===== src/rtl/decode_pkg.sv =====
// decode_pkg: shared encodings for the RV32I/RV64I decode stage.
// Holds the major opcode constants, the control-field encodings seen by
// execute, the packed control word and a helper that builds one.
package decode_pkg;

  localparam logic [6:0] OPC_LUI    = 7'b0110111;
  localparam logic [6:0] OPC_AUIPC  = 7'b0010111;
  localparam logic [6:0] OPC_JAL    = 7'b1101111;
  localparam logic [6:0] OPC_JALR   = 7'b1100111;
  localparam logic [6:0] OPC_BRANCH = 7'b1100011;
  localparam logic [6:0] OPC_LOAD   = 7'b0000011;
  localparam logic [6:0] OPC_STORE  = 7'b0100011;
  localparam logic [6:0] OPC_OP_IMM = 7'b0010011;
  localparam logic [6:0] OPC_OP     = 7'b0110011;

  typedef enum logic [4:0] {
    EXE_X, EXE_ADD, EXE_SUB, EXE_AND, EXE_OR, EXE_XOR, EXE_SLL, EXE_SRL,
    EXE_SRA, EXE_SLT, EXE_SLTU, EXE_BEQ, EXE_BNE, EXE_BLT, EXE_BGE,
    EXE_BLTU, EXE_BGEU, EXE_JALR, EXE_COPY1, EXE_MUL, EXE_MULH,
    EXE_MULHSU, EXE_MULHU, EXE_DIV, EXE_DIVU, EXE_REM, EXE_REMU
  } exe_fun_e;

  typedef enum logic [1:0] {OP1_X, OP1_RS1, OP1_PC, OP1_IMZ} op1_e;

  typedef enum logic [2:0] {
    OP2_X, OP2_RS2, OP2_IMI, OP2_IMS, OP2_IMJ, OP2_IMU, OP2_IMB
  } op2_e;

  typedef enum logic [1:0] {MEN_X, MEN_S} mem_wen_e;

  typedef enum logic [2:0] {WB_X, WB_ALU, WB_MEM, WB_PC4, WB_CSR} wb_sel_e;

  typedef struct packed {
    exe_fun_e exe_fun;
    op1_e     op1;
    op2_e     op2;
    mem_wen_e mem_wen;
    logic     rf_wen;
    wb_sel_e  wb_sel;
    logic     illegal;
  } ctrl_t;

  // Undecodable words still travel down the pipe, but with every side
  // effect disabled and only the illegal flag set.
  localparam ctrl_t CTRL_ILLEGAL = '{exe_fun: EXE_X, op1: OP1_X, op2: OP2_X,
                                     mem_wen: MEN_X, rf_wen: 1'b0,
                                     wb_sel: WB_X, illegal: 1'b1};

  function automatic ctrl_t mk_ctrl(input exe_fun_e fn, input op1_e o1,
                                    input op2_e o2, input mem_wen_e mw,
                                    input logic rw, input wb_sel_e wb);
    return '{exe_fun: fn, op1: o1, op2: o2, mem_wen: mw, rf_wen: rw,
             wb_sel: wb, illegal: 1'b0};
  endfunction

endpackage


===== src/rtl/decode_comb.sv =====
// decode_comb: purely combinational instruction decoder.
// Ports:
//   inst - 32-bit instruction word
//   ctrl - decoded control word (CTRL_ILLEGAL for undecodable encodings)
//   imm  - immediate chosen by ctrl.op2, sign-extended to XLEN (0 for RS2/X)
module decode_comb
  import decode_pkg::*;
#(
  parameter int XLEN  = 32,
  parameter int USE_M = 0
) (
  input  logic [31:0]     inst,
  output ctrl_t           ctrl,
  output logic [XLEN-1:0] imm
);

  localparam bit RV64  = (XLEN == 64);
  localparam bit HAS_M = (USE_M != 0);

  logic [6:0] opcode;
  logic [2:0] funct3;
  logic [6:0] funct7;
  logic [6:0] shift_hi;
  logic       ok;
  exe_fun_e   fn;

  assign opcode = inst[6:0];
  assign funct3 = inst[14:12];
  assign funct7 = inst[31:25];
  // RV64 shift amounts are 6 bits wide, so bit 25 belongs to shamt there.
  assign shift_hi = RV64 ? {inst[31:26], 1'b0} : inst[31:25];

  always_comb begin
    // NOTE: every variable gets a value before the case so that no path
    // through the decode tree leaves one unassigned and infers a latch.
    ctrl = CTRL_ILLEGAL;
    fn   = EXE_X;
    ok   = 1'b0;
    case (opcode)
      OPC_LUI:   ctrl = mk_ctrl(EXE_ADD, OP1_X, OP2_IMU, MEN_X, 1'b1, WB_ALU);
      OPC_AUIPC: ctrl = mk_ctrl(EXE_ADD, OP1_PC, OP2_IMU, MEN_X, 1'b1, WB_ALU);
      OPC_JAL:   ctrl = mk_ctrl(EXE_ADD, OP1_PC, OP2_IMJ, MEN_X, 1'b1, WB_PC4);
      OPC_JALR:
        if (funct3 == 3'b000)
          ctrl = mk_ctrl(EXE_JALR, OP1_RS1, OP2_IMI, MEN_X, 1'b1, WB_PC4);
      OPC_BRANCH: begin
        ok = 1'b1;
        case (funct3)
          3'b000:  fn = EXE_BEQ;
          3'b001:  fn = EXE_BNE;
          3'b100:  fn = EXE_BLT;
          3'b101:  fn = EXE_BGE;
          3'b110:  fn = EXE_BLTU;
          3'b111:  fn = EXE_BGEU;
          default: ok = 1'b0;
        endcase
        if (ok) ctrl = mk_ctrl(fn, OP1_RS1, OP2_IMB, MEN_X, 1'b0, WB_X);
      end
      OPC_LOAD:
        if (funct3 inside {3'd0, 3'd1, 3'd2, 3'd4, 3'd5} ||
            (RV64 && funct3 inside {3'd3, 3'd6}))
          ctrl = mk_ctrl(EXE_ADD, OP1_RS1, OP2_IMI, MEN_X, 1'b1, WB_MEM);
      OPC_STORE:
        if (funct3 inside {3'd0, 3'd1, 3'd2} || (RV64 && funct3 == 3'd3))
          ctrl = mk_ctrl(EXE_ADD, OP1_RS1, OP2_IMS, MEN_S, 1'b0, WB_X);
      OPC_OP_IMM: begin
        ok = 1'b1;
        case (funct3)
          3'b000: fn = EXE_ADD;
          3'b010: fn = EXE_SLT;
          3'b011: fn = EXE_SLTU;
          3'b100: fn = EXE_XOR;
          3'b110: fn = EXE_OR;
          3'b111: fn = EXE_AND;
          3'b001: begin
            fn = EXE_SLL;
            ok = (shift_hi == 7'b0000000);
          end
          3'b101: begin
            // inst[30] separates SRAI from SRLI; all other upper bits are 0.
            fn = inst[30] ? EXE_SRA : EXE_SRL;
            ok = (shift_hi == 7'b0000000) || (shift_hi == 7'b0100000);
          end
        endcase
        if (ok) ctrl = mk_ctrl(fn, OP1_RS1, OP2_IMI, MEN_X, 1'b1, WB_ALU);
      end
      OPC_OP: begin
        if (funct7 == 7'b0000000) begin
          ok = 1'b1;
          case (funct3)
            3'b000: fn = EXE_ADD;
            3'b001: fn = EXE_SLL;
            3'b010: fn = EXE_SLT;
            3'b011: fn = EXE_SLTU;
            3'b100: fn = EXE_XOR;
            3'b101: fn = EXE_SRL;
            3'b110: fn = EXE_OR;
            3'b111: fn = EXE_AND;
          endcase
        end else if (funct7 == 7'b0100000) begin
          ok = (funct3 == 3'b000) || (funct3 == 3'b101);
          fn = (funct3 == 3'b000) ? EXE_SUB : EXE_SRA;
        end else if (funct7 == 7'b0000001 && HAS_M) begin
          ok = 1'b1;
          case (funct3)
            3'b000: fn = EXE_MUL;
            3'b001: fn = EXE_MULH;
            3'b010: fn = EXE_MULHSU;
            3'b011: fn = EXE_MULHU;
            3'b100: fn = EXE_DIV;
            3'b101: fn = EXE_DIVU;
            3'b110: fn = EXE_REM;
            3'b111: fn = EXE_REMU;
          endcase
        end
        if (ok) ctrl = mk_ctrl(fn, OP1_RS1, OP2_RS2, MEN_X, 1'b1, WB_ALU);
      end
      default: ;
    endcase
  end

  always_comb begin
    imm = '0;
    case (ctrl.op2)
      OP2_IMI: imm = XLEN'($signed(inst[31:20]));
      OP2_IMS: imm = XLEN'($signed({inst[31:25], inst[11:7]}));
      OP2_IMB: imm = XLEN'($signed({inst[31], inst[7], inst[30:25],
                                    inst[11:8], 1'b0}));
      OP2_IMJ: imm = XLEN'($signed({inst[31], inst[19:12], inst[20],
                                    inst[30:21], 1'b0}));
      OP2_IMU: imm = XLEN'($signed({inst[31:12], 12'b0}));
      default: ;
    endcase
  end

endmodule


===== src/rtl/decode_stage.sv =====
// decode_stage: registered decode pipeline stage between fetch and execute.
// Ports:
//   clk, rst_n          - rising-edge clock, async active-low reset
//   flush               - drop every held instruction (synchronous)
//   in_valid/in_ready   - fetch handshake carrying in_inst and in_pc
//   out_valid/out_ready - execute handshake
//   out_pc, exe_fun, op1, op2, mem_wen, rf_wen, wb_sel, rs1, rs2, rd, imm,
//   illegal             - decoded word of the oldest held instruction
// Decoding happens before storage, so both the main and the skid entry hold
// finished words and in_ready is a plain register with no path from
// out_ready.
module decode_stage
#(
  parameter int XLEN  = 32,
  parameter int USE_M = 0
) (
  input  logic            clk,
  input  logic            rst_n,
  input  logic            flush,
  input  logic            in_valid,
  output logic            in_ready,
  input  logic [31:0]     in_inst,
  input  logic [XLEN-1:0] in_pc,
  output logic            out_valid,
  input  logic            out_ready,
  output logic [XLEN-1:0] out_pc,
  output logic [4:0]      exe_fun,
  output logic [1:0]      op1,
  output logic [2:0]      op2,
  output logic [1:0]      mem_wen,
  output logic            rf_wen,
  output logic [2:0]      wb_sel,
  output logic [4:0]      rs1,
  output logic [4:0]      rs2,
  output logic [4:0]      rd,
  output logic [XLEN-1:0] imm,
  output logic            illegal
);

  import decode_pkg::*;

  typedef struct packed {
    ctrl_t           ctrl;
    logic [XLEN-1:0] imm;
    logic [XLEN-1:0] pc;
    logic [4:0]      rs1;
    logic [4:0]      rs2;
    logic [4:0]      rd;
  } entry_t;

  typedef enum logic [1:0] {ST_EMPTY, ST_ONE, ST_TWO} state_e;

  ctrl_t           dec_ctrl;
  logic [XLEN-1:0] dec_imm;
  entry_t          dec_entry;
  entry_t          main_q;
  entry_t          skid_q;
  state_e          state;
  logic            do_accept;
  logic            do_release;

  decode_comb #(.XLEN(XLEN), .USE_M(USE_M)) u_decode (
    .inst (in_inst),
    .ctrl (dec_ctrl),
    .imm  (dec_imm)
  );

  assign dec_entry = '{ctrl: dec_ctrl, imm: dec_imm, pc: in_pc,
                       rs1: in_inst[19:15], rs2: in_inst[24:20],
                       rd: in_inst[11:7]};

  assign do_accept  = in_valid & in_ready;
  assign do_release = out_valid & out_ready;

  always_ff @(posedge clk or negedge rst_n) begin
    if (!rst_n) begin
      // NOTE: the data entries are reset too, because every output must
      // read as zero (X encodings) while in reset, not only out_valid.
      state     <= ST_EMPTY;
      in_ready  <= 1'b1;
      out_valid <= 1'b0;
      main_q    <= '0;
      skid_q    <= '0;
    end else if (flush) begin
      // Flush beats any same-cycle accept or release; the offered word is
      // simply not captured.
      state     <= ST_EMPTY;
      in_ready  <= 1'b1;
      out_valid <= 1'b0;
    end else begin
      // NOTE: state is updated with non-blocking assignments so every
      // branch below sees the pre-edge values of state, valid and ready.
      case (state)
        ST_EMPTY:
          if (do_accept) begin
            main_q    <= dec_entry;
            out_valid <= 1'b1;
            state     <= ST_ONE;
          end
        ST_ONE:
          if (do_accept && !do_release) begin
            skid_q   <= dec_entry;
            in_ready <= 1'b0;
            state    <= ST_TWO;
          end else if (do_release && !do_accept) begin
            out_valid <= 1'b0;
            state     <= ST_EMPTY;
          end else if (do_accept && do_release) begin
            main_q <= dec_entry;
          end
        ST_TWO:
          // in_ready is low here, so only a release can happen.
          if (do_release) begin
            main_q   <= skid_q;
            in_ready <= 1'b1;
            state    <= ST_ONE;
          end
        default: begin
          state     <= ST_EMPTY;
          in_ready  <= 1'b1;
          out_valid <= 1'b0;
        end
      endcase
    end
  end

  assign out_pc  = main_q.pc;
  assign exe_fun = main_q.ctrl.exe_fun;
  assign op1     = main_q.ctrl.op1;
  assign op2     = main_q.ctrl.op2;
  assign mem_wen = main_q.ctrl.mem_wen;
  assign rf_wen  = main_q.ctrl.rf_wen;
  assign wb_sel  = main_q.ctrl.wb_sel;
  assign illegal = main_q.ctrl.illegal;
  assign rs1     = main_q.rs1;
  assign rs2     = main_q.rs2;
  assign rd      = main_q.rd;
  assign imm     = main_q.imm;

endmodule


===== config.mk =====
export PLATFORM = sky130hd
export DESIGN_NAME = decode_stage
export DESIGN_NICKNAME = d
export VERILOG_FILES = /design/src/rtl/decode_pkg.sv /design/src/rtl/decode_comb.sv /design/src/rtl/decode_stage.sv
export SDC_FILE = /design/constraint.sdc
export NUM_CORES = 1
export LEC_CHECK = 0
export ABC_AREA = 1
export ABC_CLOCK_PERIOD_IN_PS = 3100
export CAP_MARGIN = 10
export CORE_MARGIN = 4
export CORE_UTILIZATION = 35
export DETAILED_ROUTE_END_ITERATION = 10
export SYNTH_ARGS = -nofsm -noshare
export SYNTH_HDL_FRONTEND = slang
export SYNTH_HIERARCHICAL = 1
export SYNTH_SLANG_ARGS = --single-unit

===== constraint.sdc =====
create_clock -name clk -period 3.1 [get_ports clk]
set_input_delay 0.31 -clock clk [delete_from_list [all_inputs] [get_ports clk]]
set_output_delay 0.31 -clock clk [all_outputs]
set_load 0.1 [all_outputs]

-- Word level (Yosys, flattened, before mapping)
Memory sizes are Yosys's and may differ from the RTL's.
Index checks and enable logic that the tools add are counted.
- logic and storage cells: 129
- memories kept: 1
- input port bits: 69
- register bits after elaboration: 196
- output and inout bits: 98
- memory bits (read-only): 32
- memory list (memory ; depth ; bits a word ; read ports ; clocked after memory_dff ; wr ports ; line ; text):
    (no name shown) ; 8 ; 4 ; 1 ; 0 ; 0 ; decode_comb.sv:90 ; case (funct3)
- bitwise gates (word level): 3
- muxes and demuxes: 42
- eq/ne operators: 37
- reductions and logical operators: 19
- operator list (cell ; number):
    96-bit two-way mux ; 5
    96-bit case mux with 3 select lines ; 1
    32-bit case mux with 5 select lines ; 1
    17-bit case mux with 9 select lines ; 1
    17-bit two-way mux ; 4
    5-bit case mux with 8 select lines ; 1
    5-bit case mux with 6 select lines ; 1
    7-bit by 6-bit equality test with 1-bit output (second input constant) ; 4
    13-bit two-way mux ; 2
    3-bit equality test (second input constant) ; 7
    7-bit equality test (second input constant) ; 3
    3-bit inequality test (second input constant) ; 5
    7-bit by 5-bit equality test with 1-bit output (second input constant) ; 2
    2-bit inequality test (second input constant) ; 7
    1-bit two-way mux ; 13
    3-bit by 2-bit equality test with 1-bit output (second input constant) ; 4
    2-bit two-way mux ; 5
    5-bit two-way mux ; 2
    3-bit AND reduction ; 3
    4-bit two-way mux ; 2
    7-bit by 2-bit equality test with 1-bit output (second input constant) ; 1
    7-bit logical NOT ; 1
    7-bit AND reduction ; 1
    1-bit case mux with 3 select lines ; 2
    17 further kinds ; 23

-- Longest topological paths before layout
- word-level depth: 13
- depth in mapped cells: 14

-- By module
Netlist, hierarchy kept.
- modules (own cells, without submodules) (module ; area an instance (um2) ; times used ; sequential area each (um2) ; cells an instance):
    decode_stage ; 8804.7 ; 1 ; 4906.0 ; 1133
    decode_comb ; 1243.7 ; 1 ; 0.0 ; 239

-- Least setup slack after synthesis
OpenSTA, ideal clock, no wires.
- kind: reg2reg
- start point: register out_valid
- end point: register main_q (netlist bit op2[0])
- required time: 2.978 ns
- library setup time: 0.122 ns
- stages on the path, launching flop included: 10
- setup slack: 0.929 ns
- arrival: 2.049 ns
- buffers on the path: 2
- path through: dfrtp_1 > nand2_1 > nor2_1 > nand2_1 > nand2_1 > nand2_1 > buf_4 > buf_2 > nand2_1 > nand2_1
- cells in the longest elaborated chain, start to end: 5
- elaborated cells between the ends (all ways): 10
- those cells by class: eq/ne: 4; bitwise: 1; reduce/logical: 5
- ends and longest elaborated chain (item ; line ; text):
    from (decl) ; decode_stage.sv:24 ; output logic out_valid,
    from (signal assigned) ; decode_stage.sv:81 ; out_valid <= 1'b0;
    from (signal assigned) ; decode_stage.sv:89 ; out_valid <= 1'b0;
    from (signal assigned) ; decode_stage.sv:97 ; out_valid <= 1'b1;
    1-bit bitwise AND (*) ; decode_stage.sv:73 ; assign do_release = out_valid & out_ready;
    1-bit logical NOT ; decode_stage.sv:101 ; if (do_accept && !do_release) begin
    1-bit logical AND ; decode_stage.sv:101 ;
    2-bit inequality test (no line) ; n/a ;
    7-bit AND reduction (no line) (*) ; n/a ;
    to (signal assigned) ; decode_stage.sv:96 ; main_q <= dec_entry;
    to (signal assigned) ; decode_stage.sv:109 ; main_q <= dec_entry;
    to (signal assigned) ; decode_stage.sv:114 ; main_q <= skid_q;
    to (decl) ; decode_stage.sv:56 ; entry_t main_q;
Every way passes the cells marked *; elsewhere a longest branch is shown, timed or not.
A chain may end at the register's enable or synchronous reset.

==> flow_summary.yaml <==
layout:
  nets: 1569
  multi_input_area_um2: 4430
  drive_above_1_share: 0.112
  ff_latch_area_um2: 4910
  syn_to_final_growth_pct: 24.8
  fin_util: 0.447
  final_cell_count_no_fill: 1890
  n_antenna_cell: 0
  fill_cells: 2915
routing:
  wl_per_cell_um: 16.0
  drc: 0
  vias: 9308
  drt_first_pass_iters: 6
  ant_nets: 0
  routed_wl_mm: 30.2
  drtIter0Drc: 739
  via_per_inst: 4.92
timing:
  fin_skew_ns: 0.0154
  post-route-period-util: 0.778
  worst-slew-pin-transition_ns: 0.982
  finalHoldViolations: 0
  final_max_slew_viol_count: 0
  fmax_ghz: 0.415
  min_period_ns: 2.41
  grt_setup_unrepaired: "false"
  relSlewSlack: 0.343
  setup_violations: 0
  fin_setup_tns_ns: 0
cts:
  cts_setup_buffers: 0
  h-tree-depth: 4
  numCtsBuffers: 17
  clock_sinks: 196
  postCtsHoldBufs: 1
  clockBufferDepth: 2
  cts-resized-gates: 0
  cts_tree: "built"
  clk_latency_ns: 0.44
  root_buffer: "clkbuf_16"
  clk_pin_slew_ns: 0.08
critical_path:
  path_common_cell: "nand2_1"
  cp.buffers_inverters: 1
  crit_type: "in -> reg"
  crit_path_max_fanout: 21
  worstPathRequired_ns: 3.46
  crit_path_start_kind: "input pin"
  worstPathCellList: "clkdlybuf4s50_1, nand2_1, nor3_4, nand3_1, nand2_1, nor2_2, nand2_4, nand4_4, nand2_1, nand2_1, o21ai_0, nand3_1, nand2_1"
  cp.arrival_ns: 2.77
  critical_path.top_delay_family: "simple AND/OR/NAND/NOR gates"
  crit_path_end_kind: "register"
  cp_slowest_stage_delay_ns: 0.45
  rrSetupSlack_ns: 0.96
  slowest_stage: "clkdlybuf4s50_1"
synthesis:
  syn_area_um2: 10000
  synth_top_cell_area_share: 0.486
  yosysWarnings: 6
  syn_avg_cell_area_um2: 7.32
  synth-edff-count: 0
  yosys.area.top_type: "dfrtp_1"
  postSynthCellCount: 1372
  synth_most_common_cell: "nand2_1"
  synth_seq_cells: 196
  synth_cell_types: 36
  ys.flop_type: "dfrtp_1"
  synthTopCellsByArea: "dfrtp_1, nand2_1, nand3_1"
  ys_async_sr_fraction: 1.00
  synthTopCellsByCount: "nand2_1, dfrtp_1, nand3_1, nor2_1, inv_1"
  ys_seq_area_frac: 0.488
power:
  p_per_area_nw_per_um2: 1030
  peakVddDrop_mv: 0.597
  p_leak_nw: 6.84
  totalPowerFinal_mw: 12.9
floorplan:
  core_um2: 28100
  start_util: 0.358
  die_h_um: 177
  die_w_um: 177
  dieArea_um2: 31500
  ios: 167
  rows: 61
run_status:
  status: "completed"
grt:
  grt_pass1_wl_mm: 49.1
  grt_pass1_vias: 8992
  grt_max_degree: 75
  grt-ovfl-total: 0
  grt_use_total: 0.195
  antenna_found_initial: 0
place:
  dp_cells: 1858
  hpwlAfterDp_mm: 20.6
  io_buffers: 166
  gp_congestion: 0.894
flow_run:
  drv_cap: 0
hold_path:
  hold_path_class: "in -> async"
stage by stage:
| step | instance area, µm² | worst slack [ns] | hold WS [ns] |
|---|---|---|---|
| floorplan | 10100 | 0.929 | 0.0144 |
| global placement | 12000 | 0.276 | 0.369 |
| detailed placement | 12000 | 0.270 | 0.364 |
| CTS | 12500 | 0.716 | 0.452 |
| global route | 12500 | 0.472 | 0.485 |
| finish | 12500 | 0.689 | 0.432 |
placed cells by master (no fill, tap or decap), types with 6 or more instances in the layout:
master / count
o31ai_1: 7
nand4_1: 13
nand2_1: 563
nor2_1: 78
inv_1: 76
a21oi_1: 59
clkdlybuf4s50_1: 100
o21ai_0: 59
nand2_2: 12
dfrtp_1: 195
nand3_1: 169
buf_12: 7
buf_4: 90
clkbuf_16: 17
nand2_4: 6
routing by layer:
layer	wire, µm	share of wire	up-vias	global-route usage
met5	0	0	-	0
met4	696	0.023	0	0.0593
met3	1610	0.053	42	0.0334
met2	13900	0.46	257	0.310
met1	14000	0.46	4403	0.274
li1	-	-	4606	-
final cells by class:
class                      count  area share
clock buffer                  18      0.0350
clock inverter                13      0.0112
inverter                      84      0.0252
multi-input combinational   1002       0.353
sequential                   196       0.391
tap                          378      0.0377
timing repair buffer         199       0.147
power by group:
group / internal, mW / switching (mW) / leakage [nW]
clock: 1.16 / 1.07 / 0.279
sequential: 3.54 / 0.464 / 2.45
combinational: 1.44 / 5.25 / 4.11
flip-flops by register name, indices dropped and copies added (netlist names):
name,flops
rs2,5
wb_sel,3
skid_q,96
op1,2
out_pc,32
op2,3
out_valid,1
rs1,5
rf_wen,1
exe_fun,5
mem_wen,2
state,2
illegal,1
rd,5
in_ready,1
imm,32
worst register-to-register path: stages (launching register included):
cell	delay, ns
dfrtp_1	0.45
inv_2	0.13
nand3_1	0.10
nand2_1	0.10
clkinv_2	0.35
nand2_4	0.42
buf_4	0.35
nand2_1	0.11
nand2_1	0.06
logic make-up (layout without fill, tap and decap cells):
family / count (synthesis) / after routing / share of synthesized area
AND/OR/NAND/NOR: 857 / 857 / 0.357
flip-flops: 196 / 196 / 0.488
buffers and inverters: 175 / 314 / 0.0762
AO/OA/AOI/OAI: 143 / 143 / 0.0778
other: 1 / 2 / 0.000373
worst paths after layout:
kind,to,depth (start not counted),from
worst max-delay path,imm[25]$_DFFE_PN0P_,13,in_inst[1]
worst min-delay path,out_pc[7]$_DFFE_PN0P_,2,rst_n
min in group clk,skid_q[21]$_DFFE_PN0P_,3,in_pc[6]
worst max register to register,imm[25]$_DFFE_PN0P_,8,state[0]$_DFFE_PN0P_
max in group asynchronous,in_ready$_DFFE_PN1P_,3,rst_n
worst min register to register,out_pc[30]$_DFFE_PN0P_,2,out_pc[30]$_DFFE_PN0P_
(Power assumes the default switching activity.)
